<file path="config.mk">
export PLATFORM = sky130hd
export DESIGN_NAME = alucomp_pipe_flat
export DESIGN_NICKNAME = d
export VERILOG_FILES = /design/src/rtl/alucomp_pkg.sv /design/src/rtl/alucomp_pipe_if.sv /design/src/rtl/aluaddsub_w.sv /design/src/rtl/alucomp_pipe.sv /design/src/flat_wrapper.sv
export SDC_FILE = /design/constraint.sdc
export NUM_CORES = 1
export LEC_CHECK = 0
export CAP_MARGIN = 10
export CELL_PAD_IN_SITES_DETAIL_PLACEMENT = 2
export CELL_PAD_IN_SITES_GLOBAL_PLACEMENT = 2
export CORE_ASPECT_RATIO = 1.1
export CORE_MARGIN = 5
export CORE_UTILIZATION = 27
export DETAILED_ROUTE_END_ITERATION = 6
export GPL_ROUTABILITY_DRIVEN = 0
export PLACE_DENSITY = 0.94
export SLEW_MARGIN = 20
export SYNTH_ARGS = -nofsm -noshare
export SYNTH_HDL_FRONTEND = slang
export SYNTH_SLANG_ARGS = --single-unit
</file>
<file path="constraint.sdc">
create_clock -name clk -period 2.9 [get_ports clk]
set_clock_uncertainty 0.15 [all_clocks]
set_input_delay 0.29 -clock clk [delete_from_list [all_inputs] [get_ports clk]]
set_output_delay 0.29 -clock clk [all_outputs]
set_load 0.005 [all_outputs]
</file>
<file path="src/rtl/alucomp_pkg.sv">
// Shared definitions for the compare pipeline: op encodings and comparison helpers.
package alucomp_pkg;

   typedef enum logic [2:0] {
      OP_EQ  = 3'd0,
      OP_NE  = 3'd1,
      OP_LT  = 3'd2,
      OP_GE  = 3'd3,
      OP_LTU = 3'd4,
      OP_GEU = 3'd5
   } cmp_op_e;

   localparam logic [2:0] OP_LAST_LEGAL = 3'd5;

   // Encodings 6 and 7 have no compare meaning.
   function automatic logic is_illegal_op(input logic [2:0] op);
      return op > OP_LAST_LEGAL;
   endfunction

   // Turns the subtraction flags of a-b into the requested compare bit.
   // Illegal encodings yield 0.
   function automatic logic eval_cmp(input logic [2:0] op,
                                     input logic       sign,
                                     input logic       zero,
                                     input logic       ovf,
                                     input logic       borrow);
      logic lt;
      lt = sign ^ ovf;
      case (op)
         OP_EQ:   return zero;
         OP_NE:   return ~zero;
         OP_LT:   return lt;
         OP_GE:   return ~lt;
         OP_LTU:  return borrow;
         OP_GEU:  return ~borrow;
         default: return 1'b0;
      endcase
   endfunction

endpackage

</file>
<file path="src/rtl/alucomp_pipe_if.sv">
// Operand/result handshake bundle for alucomp_pipe.
// master = producer/consumer side, slave = the pipeline itself.
interface alucomp_pipe_if #(
   parameter int WIDTH = 32,
   parameter int TAGW  = 4
) ();

   logic             in_valid;
   logic             in_ready;
   logic [WIDTH-1:0] a;
   logic [WIDTH-1:0] b;
   logic [2:0]       op;
   logic [TAGW-1:0]  in_tag;

   logic             out_valid;
   logic             out_ready;
   logic [WIDTH-1:0] result;
   logic [TAGW-1:0]  out_tag;
   logic             op_err;

   modport master (
      output in_valid, a, b, op, in_tag, out_ready,
      input  in_ready, out_valid, result, out_tag, op_err
   );

   modport slave (
      input  in_valid, a, b, op, in_tag, out_ready,
      output in_ready, out_valid, result, out_tag, op_err
   );

endinterface

</file>
<file path="src/rtl/aluaddsub_w.sv">
// WIDTH-bit adder/subtractor computed at WIDTH+1 bits, exposing the flags
// needed for signed and unsigned comparison.
module aluaddsub_w #(
   parameter int WIDTH = 32
) (
   input  logic [WIDTH-1:0] a,
   input  logic [WIDTH-1:0] b,
   input  logic             sub,
   output logic             sign,
   output logic             zero,
   output logic             overflow,
   output logic             borrow
);

   logic [WIDTH-1:0] b_eff;
   logic [WIDTH:0]   full;
   logic [WIDTH-1:0] sum;

   // Two's-complement add of a and (optionally inverted) b; for subtraction the
   // carry-out is the inverse of the unsigned borrow.
   always_comb begin
      b_eff    = sub ? ~b : b;
      full     = {1'b0, a} + {1'b0, b_eff} + {{WIDTH{1'b0}}, sub};
      sum      = full[WIDTH-1:0];
      sign     = sum[WIDTH-1];
      zero     = (sum == '0);
      overflow = (a[WIDTH-1] == b_eff[WIDTH-1]) && (sum[WIDTH-1] != a[WIDTH-1]);
      borrow   = sub ? ~full[WIDTH] : full[WIDTH];
   end

endmodule

</file>
<file path="src/rtl/alucomp_pipe.sv">
// Two-stage valid/ready compare pipeline. S1 captures subtraction flags of
// a-b, S2 turns them into a single compare bit plus an illegal-op flag.
module alucomp_pipe
   import alucomp_pkg::*;
#(
   parameter int WIDTH = 32,
   parameter int TAGW  = 4
) (
   input  logic           clk,
   input  logic           rst_n,
   alucomp_pipe_if.slave  bus
);

   logic sub_sign, sub_zero, sub_ovf, sub_borrow;

   logic            s1_valid_q, s1_valid_d;
   logic            s1_sign_q, s1_sign_d;
   logic            s1_zero_q, s1_zero_d;
   logic            s1_ovf_q, s1_ovf_d;
   logic            s1_borrow_q, s1_borrow_d;
   logic [2:0]      s1_op_q, s1_op_d;
   logic [TAGW-1:0] s1_tag_q, s1_tag_d;

   logic            s2_valid_q, s2_valid_d;
   logic            cmp_q, cmp_d;
   logic [TAGW-1:0] out_tag_q, out_tag_d;
   logic            op_err_q, op_err_d;

   logic s1_ready, s2_ready;

   aluaddsub_w #(.WIDTH(WIDTH)) u_addsub (
      .a        (bus.a),
      .b        (bus.b),
      .sub      (1'b1),
      .sign     (sub_sign),
      .zero     (sub_zero),
      .overflow (sub_ovf),
      .borrow   (sub_borrow)
   );

   assign s2_ready      = ~s2_valid_q | bus.out_ready;
   assign s1_ready      = ~s1_valid_q | s2_ready;
   assign bus.in_ready  = s1_ready;
   assign bus.out_valid = s2_valid_q;
   assign bus.result    = {{(WIDTH-1){1'b0}}, cmp_q};
   assign bus.out_tag   = out_tag_q;
   assign bus.op_err    = op_err_q;

   // Next-state for both stages: a stage loads only when it is free or being
   // drained this cycle; payload registers otherwise keep their last value.
   always_comb begin
      s1_valid_d  = s1_valid_q;
      s1_sign_d   = s1_sign_q;
      s1_zero_d   = s1_zero_q;
      s1_ovf_d    = s1_ovf_q;
      s1_borrow_d = s1_borrow_q;
      s1_op_d     = s1_op_q;
      s1_tag_d    = s1_tag_q;
      s2_valid_d  = s2_valid_q;
      cmp_d       = cmp_q;
      out_tag_d   = out_tag_q;
      op_err_d    = op_err_q;

      if (s1_ready) begin
         s1_valid_d = bus.in_valid;
         if (bus.in_valid) begin
            s1_sign_d   = sub_sign;
            s1_zero_d   = sub_zero;
            s1_ovf_d    = sub_ovf;
            s1_borrow_d = sub_borrow;
            s1_op_d     = bus.op;
            s1_tag_d    = bus.in_tag;
         end
      end

      if (s2_ready) begin
         s2_valid_d = s1_valid_q;
         if (s1_valid_q) begin
            cmp_d     = eval_cmp(s1_op_q, s1_sign_q, s1_zero_q, s1_ovf_q, s1_borrow_q);
            out_tag_d = s1_tag_q;
            op_err_d  = is_illegal_op(s1_op_q);
         end
      end
   end

   // Pipeline registers; reset empties both stages and zeroes visible outputs.
   always_ff @(posedge clk or negedge rst_n) begin
      if (!rst_n) begin
         s1_valid_q  <= 1'b0;
         s1_sign_q   <= 1'b0;
         s1_zero_q   <= 1'b0;
         s1_ovf_q    <= 1'b0;
         s1_borrow_q <= 1'b0;
         s1_op_q     <= 3'd0;
         s1_tag_q    <= '0;
         s2_valid_q  <= 1'b0;
         cmp_q       <= 1'b0;
         out_tag_q   <= '0;
         op_err_q    <= 1'b0;
      end else begin
         s1_valid_q  <= s1_valid_d;
         s1_sign_q   <= s1_sign_d;
         s1_zero_q   <= s1_zero_d;
         s1_ovf_q    <= s1_ovf_d;
         s1_borrow_q <= s1_borrow_d;
         s1_op_q     <= s1_op_d;
         s1_tag_q    <= s1_tag_d;
         s2_valid_q  <= s2_valid_d;
         cmp_q       <= cmp_d;
         out_tag_q   <= out_tag_d;
         op_err_q    <= op_err_d;
      end
   end

endmodule

</file>
<file path="src/flat_wrapper.sv">
// flat-port wrapper written by rule: the top's interface ports become plain ports
module alucomp_pipe_flat import alucomp_pkg::*;
#(
   parameter int WIDTH = 32,
   parameter int TAGW  = 4
)
  (clk, rst_n, bus_in_valid, bus_a, bus_b, bus_op, bus_in_tag, bus_out_ready, bus_in_ready, bus_out_valid, bus_result, bus_out_tag, bus_op_err);
  alucomp_pipe_if #(.WIDTH(WIDTH), .TAGW(TAGW)) bus_i ();
  input  logic clk;
  input  logic rst_n;
  input wire logic [$bits(bus_i.in_valid)-1:0] bus_in_valid;
  input wire logic [$bits(bus_i.a)-1:0] bus_a;
  input wire logic [$bits(bus_i.b)-1:0] bus_b;
  input wire logic [$bits(bus_i.op)-1:0] bus_op;
  input wire logic [$bits(bus_i.in_tag)-1:0] bus_in_tag;
  input wire logic [$bits(bus_i.out_ready)-1:0] bus_out_ready;
  output wire logic [$bits(bus_i.in_ready)-1:0] bus_in_ready;
  output wire logic [$bits(bus_i.out_valid)-1:0] bus_out_valid;
  output wire logic [$bits(bus_i.result)-1:0] bus_result;
  output wire logic [$bits(bus_i.out_tag)-1:0] bus_out_tag;
  output wire logic [$bits(bus_i.op_err)-1:0] bus_op_err;
  assign bus_i.in_valid = bus_in_valid;
  assign bus_i.a = bus_a;
  assign bus_i.b = bus_b;
  assign bus_i.op = bus_op;
  assign bus_i.in_tag = bus_in_tag;
  assign bus_i.out_ready = bus_out_ready;
  assign bus_in_ready = bus_i.in_ready;
  assign bus_out_valid = bus_i.out_valid;
  assign bus_result = bus_i.result;
  assign bus_out_tag = bus_i.out_tag;
  assign bus_op_err = bus_i.op_err;
  alucomp_pipe #(.WIDTH(WIDTH), .TAGW(TAGW)) u_core (.clk(clk), .rst_n(rst_n), .bus(bus_i));
endmodule
</file>
==> parameters.txt, run 1 <==
Parameter                              Value

Synth
  Gate count of the mapped netlist ... 381
  Synth top area share ... 16.0%
  Average instance area after synthesis ... roughly 8 sq um
  Count of flip-flops with a built-in enable after synthesis ... 0
  Register area share after synthesis ... 16.0%
  Distinct cell type count of the synthesized netlist ... 55
  Mapped Area ... 2970 sq um
  Dominant register cell in the synthesized netlist ... dfrtp_1
  Top post-synthesis cells by area ... dfrtp_1, ha_1, buf_4
  Asr flop ratio synth ... 100%
  Post-synth top area cell ... dfrtp_1
  Leading post-synthesis cells by instance count ... inv_1, buf_4, ha_1, a21oi_1, nand2_1
  Count of synthesis-stage warnings from yosys ... 0
  Most common cell in the netlist ... inv_1
  Number of flip-flops and latches in the synthesized netlist ... 19

Global route
  Overflow after GRT ... 0
  Total global routing track utilization ... 27.6%
  Number of antenna violations at the first check in global routing ... 0
  Number of global-route vias before repair ... 4517
  Pin count of the biggest net entering global routing ... 20
  First-pass GRT wire length ... 27.4 mm

Placed design
  Port bufs ... 82
  Half-perimeter wire length after placement ... approximately 12 mm

Clocking
  Count of clock tree sinks ... 19
  CTS clock-pin slew for the worst setup and hold paths ... 60 ps
  Clock tree from TritonCTS ... done
  Post-CTS Hold Buffers ... 0
  Number of levels the H-tree was split into ... 1
  Total clock buffers created by CTS ... 3
  Maximum clock path buffer count ... 2
  Worst skew pair latency ... around 270 ps
  Clock Root Buffer ... clkbuf_16

Setup path
  Worst Path Required ... between 2000 and 3000 ps
  Critical path type ... input port to register
  Worst endpoint data arrival time ... 3520 ps
  Critical-path maximum fanout ... 4
  CP endpoint kind ... register
  Worst setup SP type ... input port

Floorplan
  FP Rows ... 40
  IO Count ... between 100 and 150
  Area of the placeable core ... 10900 sq um
  Die outline area ... 13200 sq um
  Die width ... 110 um
  Effective utilization at floorplan ... 27.4%
  Overall die height ... 120 um

STA
  Slew Limit Headroom ... 38.8%
  Slew @ Worst Pin ... 915 ps
  Ratio of final minimum period to clock period ... 122%
  Final Hold Violating Endpoints ... 0
  RSZ-0062 raised after global routing ... yes
  Post-route setup slack ... -624 ps
  Final period demand of the worst path ... 3520 ps
  Max Freq ... roughly 280 MHz
  Slew Viols, Final ... 0
  Worst hold slack after final layout ... 360 ps
  Final number of setup-violating endpoints ... 4

Final layout
  Layout overhead on the synthesized area ... 95.0%
  Number of nets in the finished design ... approximately 700
  Count of inserted antenna diode cells ... 0
  Layout cells sized above 1 ... 51.2%

Detailed routing
  Number of vias in the routed layout ... a little over 4000
  Total wire length after detailed routing ... 21.5 mm
  Total iterations of the first detailed-routing run ... 4
  Mean routed wirelength per cell ... 29.1 um
  Iteration-0 DRC Markers ... 201
  Vias per cell ... ~5.5
  DR DRC count ... 0
  Post-route antenna net violation count ... 0

Power
  Leakage dissipation ... 2.70 nW
  Power density over the cells ... 354 nW/um^2
  Overall power ... 2.05 mW
  Peak ir drop on the vdd network ... 0.249 mV

Run status
  Failing checks ... negative setup slack
  Status ... complete, but fails checks

Worst hold path
  Min-Delay Path Class ... register to register

Run
  Number of maximum-capacitance constraint violations ... 0
## power by group
part | leakage [nW] | switching, mW | internal, mW
logic | 2.43 | 0.721 | 0.666
registers | 0.225 | 0.0411 | 0.314
clock network | 0.0382 | 0.120 | 0.188
## flip-flops by register name, summed over array words and instances, names as in the netlist
name,cells
u_core.bus.op_err,1
u_core.bus.out_tag,4
u_core.bus.out_valid,1
u_core.cmp_q,1
u_core.s1_borrow_q,1
u_core.s1_op_q,3
u_core.s1_ovf_q,1
u_core.s1_sign_q,1
u_core.s1_tag_q,4
u_core.s1_valid_q,1
u_core.s1_zero_q,1
## per-layer routing
layer  vias up  GRT usage (%)  wire, um  part of all wire (%)
li1       1715              -         -                     -
met1      1970           27.5      7550                    35
met2       219           53.7     11000                    51
met3       127           2.85      1060                   4.9
met4         0           15.3      1890                   8.8
met5         -              0         0                     0
## cells by family after synthesis
| group | after synthesis | synth area share (%) |
|---|---|---|
| xor gates and xnor gates | 23 | 6.78 |
| and+or+nand+nor | 99 | 16.4 |
| other | 1 | 0.126 |
| muxes | 14 | 5.26 |
| DFF | 19 | 16.0 |
| adders and majority gates | 33 | 14.1 |
| AOI/OAI and AO/OA | 109 | 25.5 |
| buffers and inverters | 83 | 15.8 |
## metrics by stage
stage	worst slack (ps)	TNS [ps]	area (sq um)	utilization (%)	cells
after floorplan	-253	-253	3140	-	411
after global placement	-922	-3000	4530	41.7	690
after detailed placement	-1240	-4170	4530	41.7	690
after CTS	-425	-535	5400	49.7	722
after global routing	-652	-1380	5800	53.4	739
final	-624	-1270	5800	53.4	739
## cell usage in the layout (no fill, tap or decap), drive strengths merged, types with 5 or more instances in the layout
| master | count |
|---|---|
| o21ai | 19 |
| clkdlybuf4s50 | 31 |
| dfrtp | 19 |
| ha | 32 |
| o21a | 5 |
| conb | 31 |
| nand2 | 26 |
| nand2b | 8 |
| buf | 159 |
| a21o | 12 |
| xnor2 | 10 |
| nand4 | 9 |
| a21oi | 27 |
| inv | 38 |
| nor2 | 25 |
| a31oi | 14 |
| mux2 | 13 |
| a211oi | 9 |
| nand3 | 9 |
| clkbuf | 5 |
| dlygate4sd2 | 16 |
| dlymetal6s2s | 11 |
| xor2 | 13 |
## worst paths after layout
check	from	to	slack, ps	depth (start not counted)
setup / recovery	bus_b[4]	u_core.s1_zero_q	-620	14
hold / removal	u_core.bus.out_tag[1]	u_core.bus.out_tag[1]	360	1
setup reg to reg	u_core.bus.out_valid	u_core.s1_zero_q	80	9
hold reg to reg	u_core.bus.out_tag[1]	u_core.bus.out_tag[1]	360	1
max in group asynchronous	rst_n	u_core.s1_tag_q[3]	1650	1
min in group asynchronous	rst_n	u_core.s1_op_q[2]	390	1
## repair_timing
| action | 4_1_cts | 5_1_grt |
|---|---|---|
| buffers inserted | 29 | 17 |
| resized for setup | 221 | 70 |
| pin swaps | 64 | 48 |
| endpoints found under the setup margin | 4 | 4 |
## critical path: stages
cell and delay (ps):
dlygate4sd2_1 220, inv_2 50, ha_4 300, nand2_2 70, a211oi_2 350, buf_4 250
nand2b_4 150, nand3_2 120, nand3_1 180, o21ai_0 130, or4_4 510, nor4_4 250
nand4_1 230, o41ai_4 400
## final cells by class
class / count / area, sq um
Timing Repair Buffer: 222 / 1880
Sequential cell: 19 / 475
Clock buffer: 4 / 78.8
Fill cell: 1141 / 5060
Tap cell: 147 / 184
Multi-Input combinational cell: 309 / 3020
Inverter: 38 / 158
No activity file was read; power rests on OpenSTA's default activity.
==> run 2, diff against run 1 <==
Settings changed: ABC_AREA set to 1, CORE_UTILIZATION 27 to 26, PLACE_DENSITY 0.94 to 0.92, SYNTH_HIERARCHICAL set to 1.
==> run 2 against run 1 <==
The flow now finishes without violations; non-clock buffer count is 72 lower; routed wire length is 11% lower; critical path depth is 4 higher; synthesized cell count is 75% higher; sequential cell count stayed put; fmax is 22% higher; utilization is 15 points lower; setup slack better by 630 ps; count of clock-buffer cells in the layout is 1 lower; sequential power is 3% higher; via count is 21% higher; power is 11% higher; largest cell class unchanged; largest power group unchanged; highest routed layer unchanged.
==> parameters.txt, run 2 <==
Parameter                              Value

Detailed routing
  Mean routed wirelength per cell ... 18.9 um (-35%)
  Iteration-0 DRC Markers ... 184 (-8.5%)
  Post-route antenna net violation count ... 0 (unchanged)
  Vias per cell ... 4.83 (-12%)
  Total iterations of the first detailed-routing run ... 4 (unchanged)
  Total wire length after detailed routing ... 19.1 mm (-11%)
  Number of vias in the routed layout ... 4880 (+21%)
  DR DRC count ... 0 (unchanged)

Power
  Net switching share of the total power ... 47.4% (+4.4 points)
  Leakage dissipation ... 3.05 nW (+13%)
  Internal power ... 1.20 mW (+2.8%)
  Peak ir drop on the vdd network ... 0.162 mV (-35%)
  Clock Power Share ... 12.7% (-2.3 points)
  Relative contribution of combinational cells to total power ... 71.3% (+3.7 points)
  Share of total power in sequential cells ... 16.0% (-1.3 points)
  Power density over the cells ... 399 nW/um^2 (+13%)
  Total net switching power ... 1.08 mW (+23%)
  Overall power ... 2.29 mW (+11%)

Setup path
  Worst setup SP type ... input port
  Worst endpoint data arrival time ... 2940 ps (-580 ps)
  Critical R2R Capture ... u_core/bus.out_tag[1]
  Number of cells traversed by the worst register-to-register path ... 3 (-6)
  Startpoint of the most critical setup path ... bus_b[9]
  Critical Path Slowest Stage Cell ... clkdlybuf4s50_1
  Worst Path Required ... 2940 ps (+40 ps)
  CP endpoint kind ... register
  Peak per-stage delay on the critical path ... 440 ps (-70 ps)
  Critical path type ... input port to register
  Setup slack of the most critical reg-to-reg path ... 1530 ps (+1450 ps)
  Worst path cell trace ... clkdlybuf4s50_1 > xor2_2 > ha_4 > nand2_1 > nand2_2 > a21oi_4 > nor2_2 > nor2_2 > nand2_1 > nand2_1 > nand3_1 > nor2_1 > nand2_1 > nor2_1 > nand3_1 > nor2_1 > nand3_1 > nand2_2
  Launch instance of the worst register-to-register path ... u_core/bus.out_valid
  Most repeated library cell on the critical path ... nand2_1
  Critical-path maximum fanout ... 4 (unchanged)
  Crit path capture ... u_core/s1_zero_q

Global route
  Number of global-route vias before repair ... 5360 (+19%)
  Total global routing track utilization ... 18.6% (-9.0 points)
  Pin count of the biggest net entering global routing ... 34 (+70%)
  GR met2 Demand/Resource ... 39.0% (-15 points)
  Overflow after GRT ... 0 (unchanged)
  GR Util met3 ... 1.00% (-1.8 points)
  Most utilized layer in the global route result ... met2
  First-pass GRT wire length ... 26.9 mm (-2.0%)
  Number of antenna violations at the first check in global routing ... 0 (unchanged)
  Global-route met1 utilization ... 19.1% (-8.4 points)

Clocking
  Clock tree from TritonCTS ... done
  Number of levels the H-tree was split into ... 1 (unchanged)
  Total clock buffers created by CTS ... 3 (unchanged)
  CTS clock-pin slew for the worst setup and hold paths ... 60 ps (about the same)
  Clock Root Buffer ... clkbuf_16
  Count of clock tree sinks ... 19 (unchanged)
  Worst skew pair latency ... 250 ps (-20 ps)
  Post-CTS Hold Buffers ... 0 (unchanged)
  Maximum clock path buffer count ... 2 (unchanged)

STA
  Final Hold Violating Endpoints ... 0 (unchanged)
  TNS Setup ... 0 ps (+1270 ps)
  Slew Limit Headroom ... 40.7% (+1.9 points)
  Final number of setup-violating endpoints ... 0 (-4)
  Slew Viols, Final ... 0 (unchanged)
  Slew @ Worst Pin ... 887 ps (-28.1 ps)
  Max Freq ... 345 MHz (+22%)
  Ratio of final minimum period to clock period ... 99.9% (-22 points)
  RSZ-0062 raised after global routing ... yes
  Final period demand of the worst path ... 2900 ps (-628 ps)

Synth
  Distinct cell type count of the synthesized netlist ... 31 (-44%)
  Gate count of the mapped netlist ... 668 (+75%)
  Post-synth top area cell ... nand2_1
  Asr flop ratio synth ... 100% (unchanged)
  Average instance area after synthesis ... 5.85 sq um (-25%)
  Top post-synthesis cells by area ... nand2_1, dfrtp_1, ha_1
  Leading post-synthesis cells by instance count ... nand2_1, inv_1, nor2_1, nand3_1
  Register area share after synthesis ... 12.2% (-3.8 points)
  Dominant register cell in the synthesized netlist ... dfrtp_1
  Most common cell in the netlist ... nand2_1
  Mapped Area ... 3900 sq um (+31%)
  Count of flip-flops with a built-in enable after synthesis ... 0 (unchanged)
  Count of synthesis-stage warnings from yosys ... 6 (+6)
  Number of flip-flops and latches in the synthesized netlist ... 19 (unchanged)
  Synth top area share ... 20.0% (+4.0 points)

Worst hold path
  Min-Delay Path Class ... register to register

Final layout
  Number of nets in the finished design ... 924 (+32%)
  Most common cell after layout, fill and taps aside ... nand2_1
  Most frequent cells in the layout ... nand2_1, inv_1, clkdlybuf4s50_1
  Count of inserted antenna diode cells ... 0 (unchanged)
  Layout overhead on the synthesized area ... 46.8%
  Layout cells sized above 1 ... 21.8% (-29 points)

Floorplan
  Effective utilization at floorplan ... 26.2% (-1.1 points)
  Die width ... 127 um (+15%)
  Overall die height ... 139 um (+15%)
  IO Count ... 114 (unchanged)
  Area of the placeable core ... 14900 sq um (+37%)
  Die outline area ... 17600 sq um (+33%)
  FP Rows ... 47 (+18%)

Run
  Number of maximum-capacitance constraint violations ... 0 (unchanged)

Placed design
  Port bufs ... 82 (unchanged)
  Half-perimeter wire length after placement ... 14.9 mm (+25%)

Run status
  Status ... complete, no violations
[run 2: power groups by stage]
| stage | clock [mW] | combinational [mW] | sequential [mW] |
|---|---|---|---|
| 3_5_place_dp | 0 | 1.42 | 0.368 |
| 2_1_floorplan | 0 | 0.809 | 0.363 |
| 6_report | 0.289 | 1.63 | 0.366 |
| 5_1_grt | 0.305 | 1.77 | 0.376 |
| 4_1_cts | 0.293 | 1.43 | 0.367 |
| 3_3_place_gp | 0 | 1.32 | 0.364 |
[run 2: layout make-up]
type,count,area (sq um)
Multi-Input combinational cell,537,3160
Clock buffer,3,75.1
Timing Repair Buffer,150,1380
Sequential cell,19,475
Clock inverter,1,5.00
Fill cell,1831,9150
Inverter,105,397
Tap cell,196,245
[run 2: repair_timing]
action,4_1_cts,5_1_grt
pin swaps,0,41
endpoints found under the setup margin,1,3
resized for setup,2,80
setup buffers,0,10
cloned,0,0
[run 2: cells by family after synthesis]
| group | synth area share, % |
|---|---|
| simple gates | 44.1 |
| buf+inv | 17.3 |
| compound gates | 7.02 |
| xor+xnor | 7.82 |
| fa+ha+maj | 10.8 |
| flops | 12.2 |
| other cells | 0.192 |
| mux | 0.577 |
[run 2: worst min-delay path by stage]
stage,start,to,cells past startpoint
2_1_floorplan,rst_n,u_core/bus.op_err,0
3_3_place_gp,u_core/cmp_q,u_core/cmp_q,2
3_5_place_dp,u_core/cmp_q,u_core/cmp_q,2
4_1_cts,u_core/bus.out_tag[3],u_core/bus.out_tag[3],2
5_1_grt,u_core/s1_tag_q[2],u_core/s1_tag_q[2],2
6_report,u_core/bus.out_tag[3],u_core/bus.out_tag[3],2
[run 2: worst max-delay path, delay by kind of cell]
family / cells / cell delay (ps)
fa+ha+maj: 1 / 270
simple gates: 14 / 1480
buf+inv: 1 / 440
xor+xnor: 1 / 230
compound gates: 1 / 240
[run 2: routing by layer]
| layer | part of all wire, % | up-vias | wire (um) |
|---|---|---|---|
| met5 | 0 | - | 0 |
| met2 | 57 | 113 | 10800 |
| met1 | 36 | 2406 | 6960 |
| met3 | 2.8 | 44 | 541 |
| met4 | 3.9 | 0 | 739 |
| li1 | - | 2317 | - |
[run 2: stage by stage]
| step | cell area, sq um | setup slack (ps) | std cells | hold slack, ps | utilization, % |
|---|---|---|---|---|---|
| floorplan | 4020 | 687 | 698 | -156 | - |
| global placement | 5240 | -108 | 997 | 313 | 35.2 |
| detailed placement | 5240 | -310 | 997 | 325 | 35.2 |
| CTS | 5320 | 29.7 | 1001 | 348 | 35.8 |
| global route | 5730 | -136 | 1011 | 372 | 38.5 |
| finish | 5730 | 3.85 | 1011 | 338 | 38.5 |
==> run 3, diff against run 2 <==
Settings changed: CAP_MARGIN 10 to not set.
==> results of run 3 <==
Same layout as run 2: the final DEF is identical, and so are final timing and power.
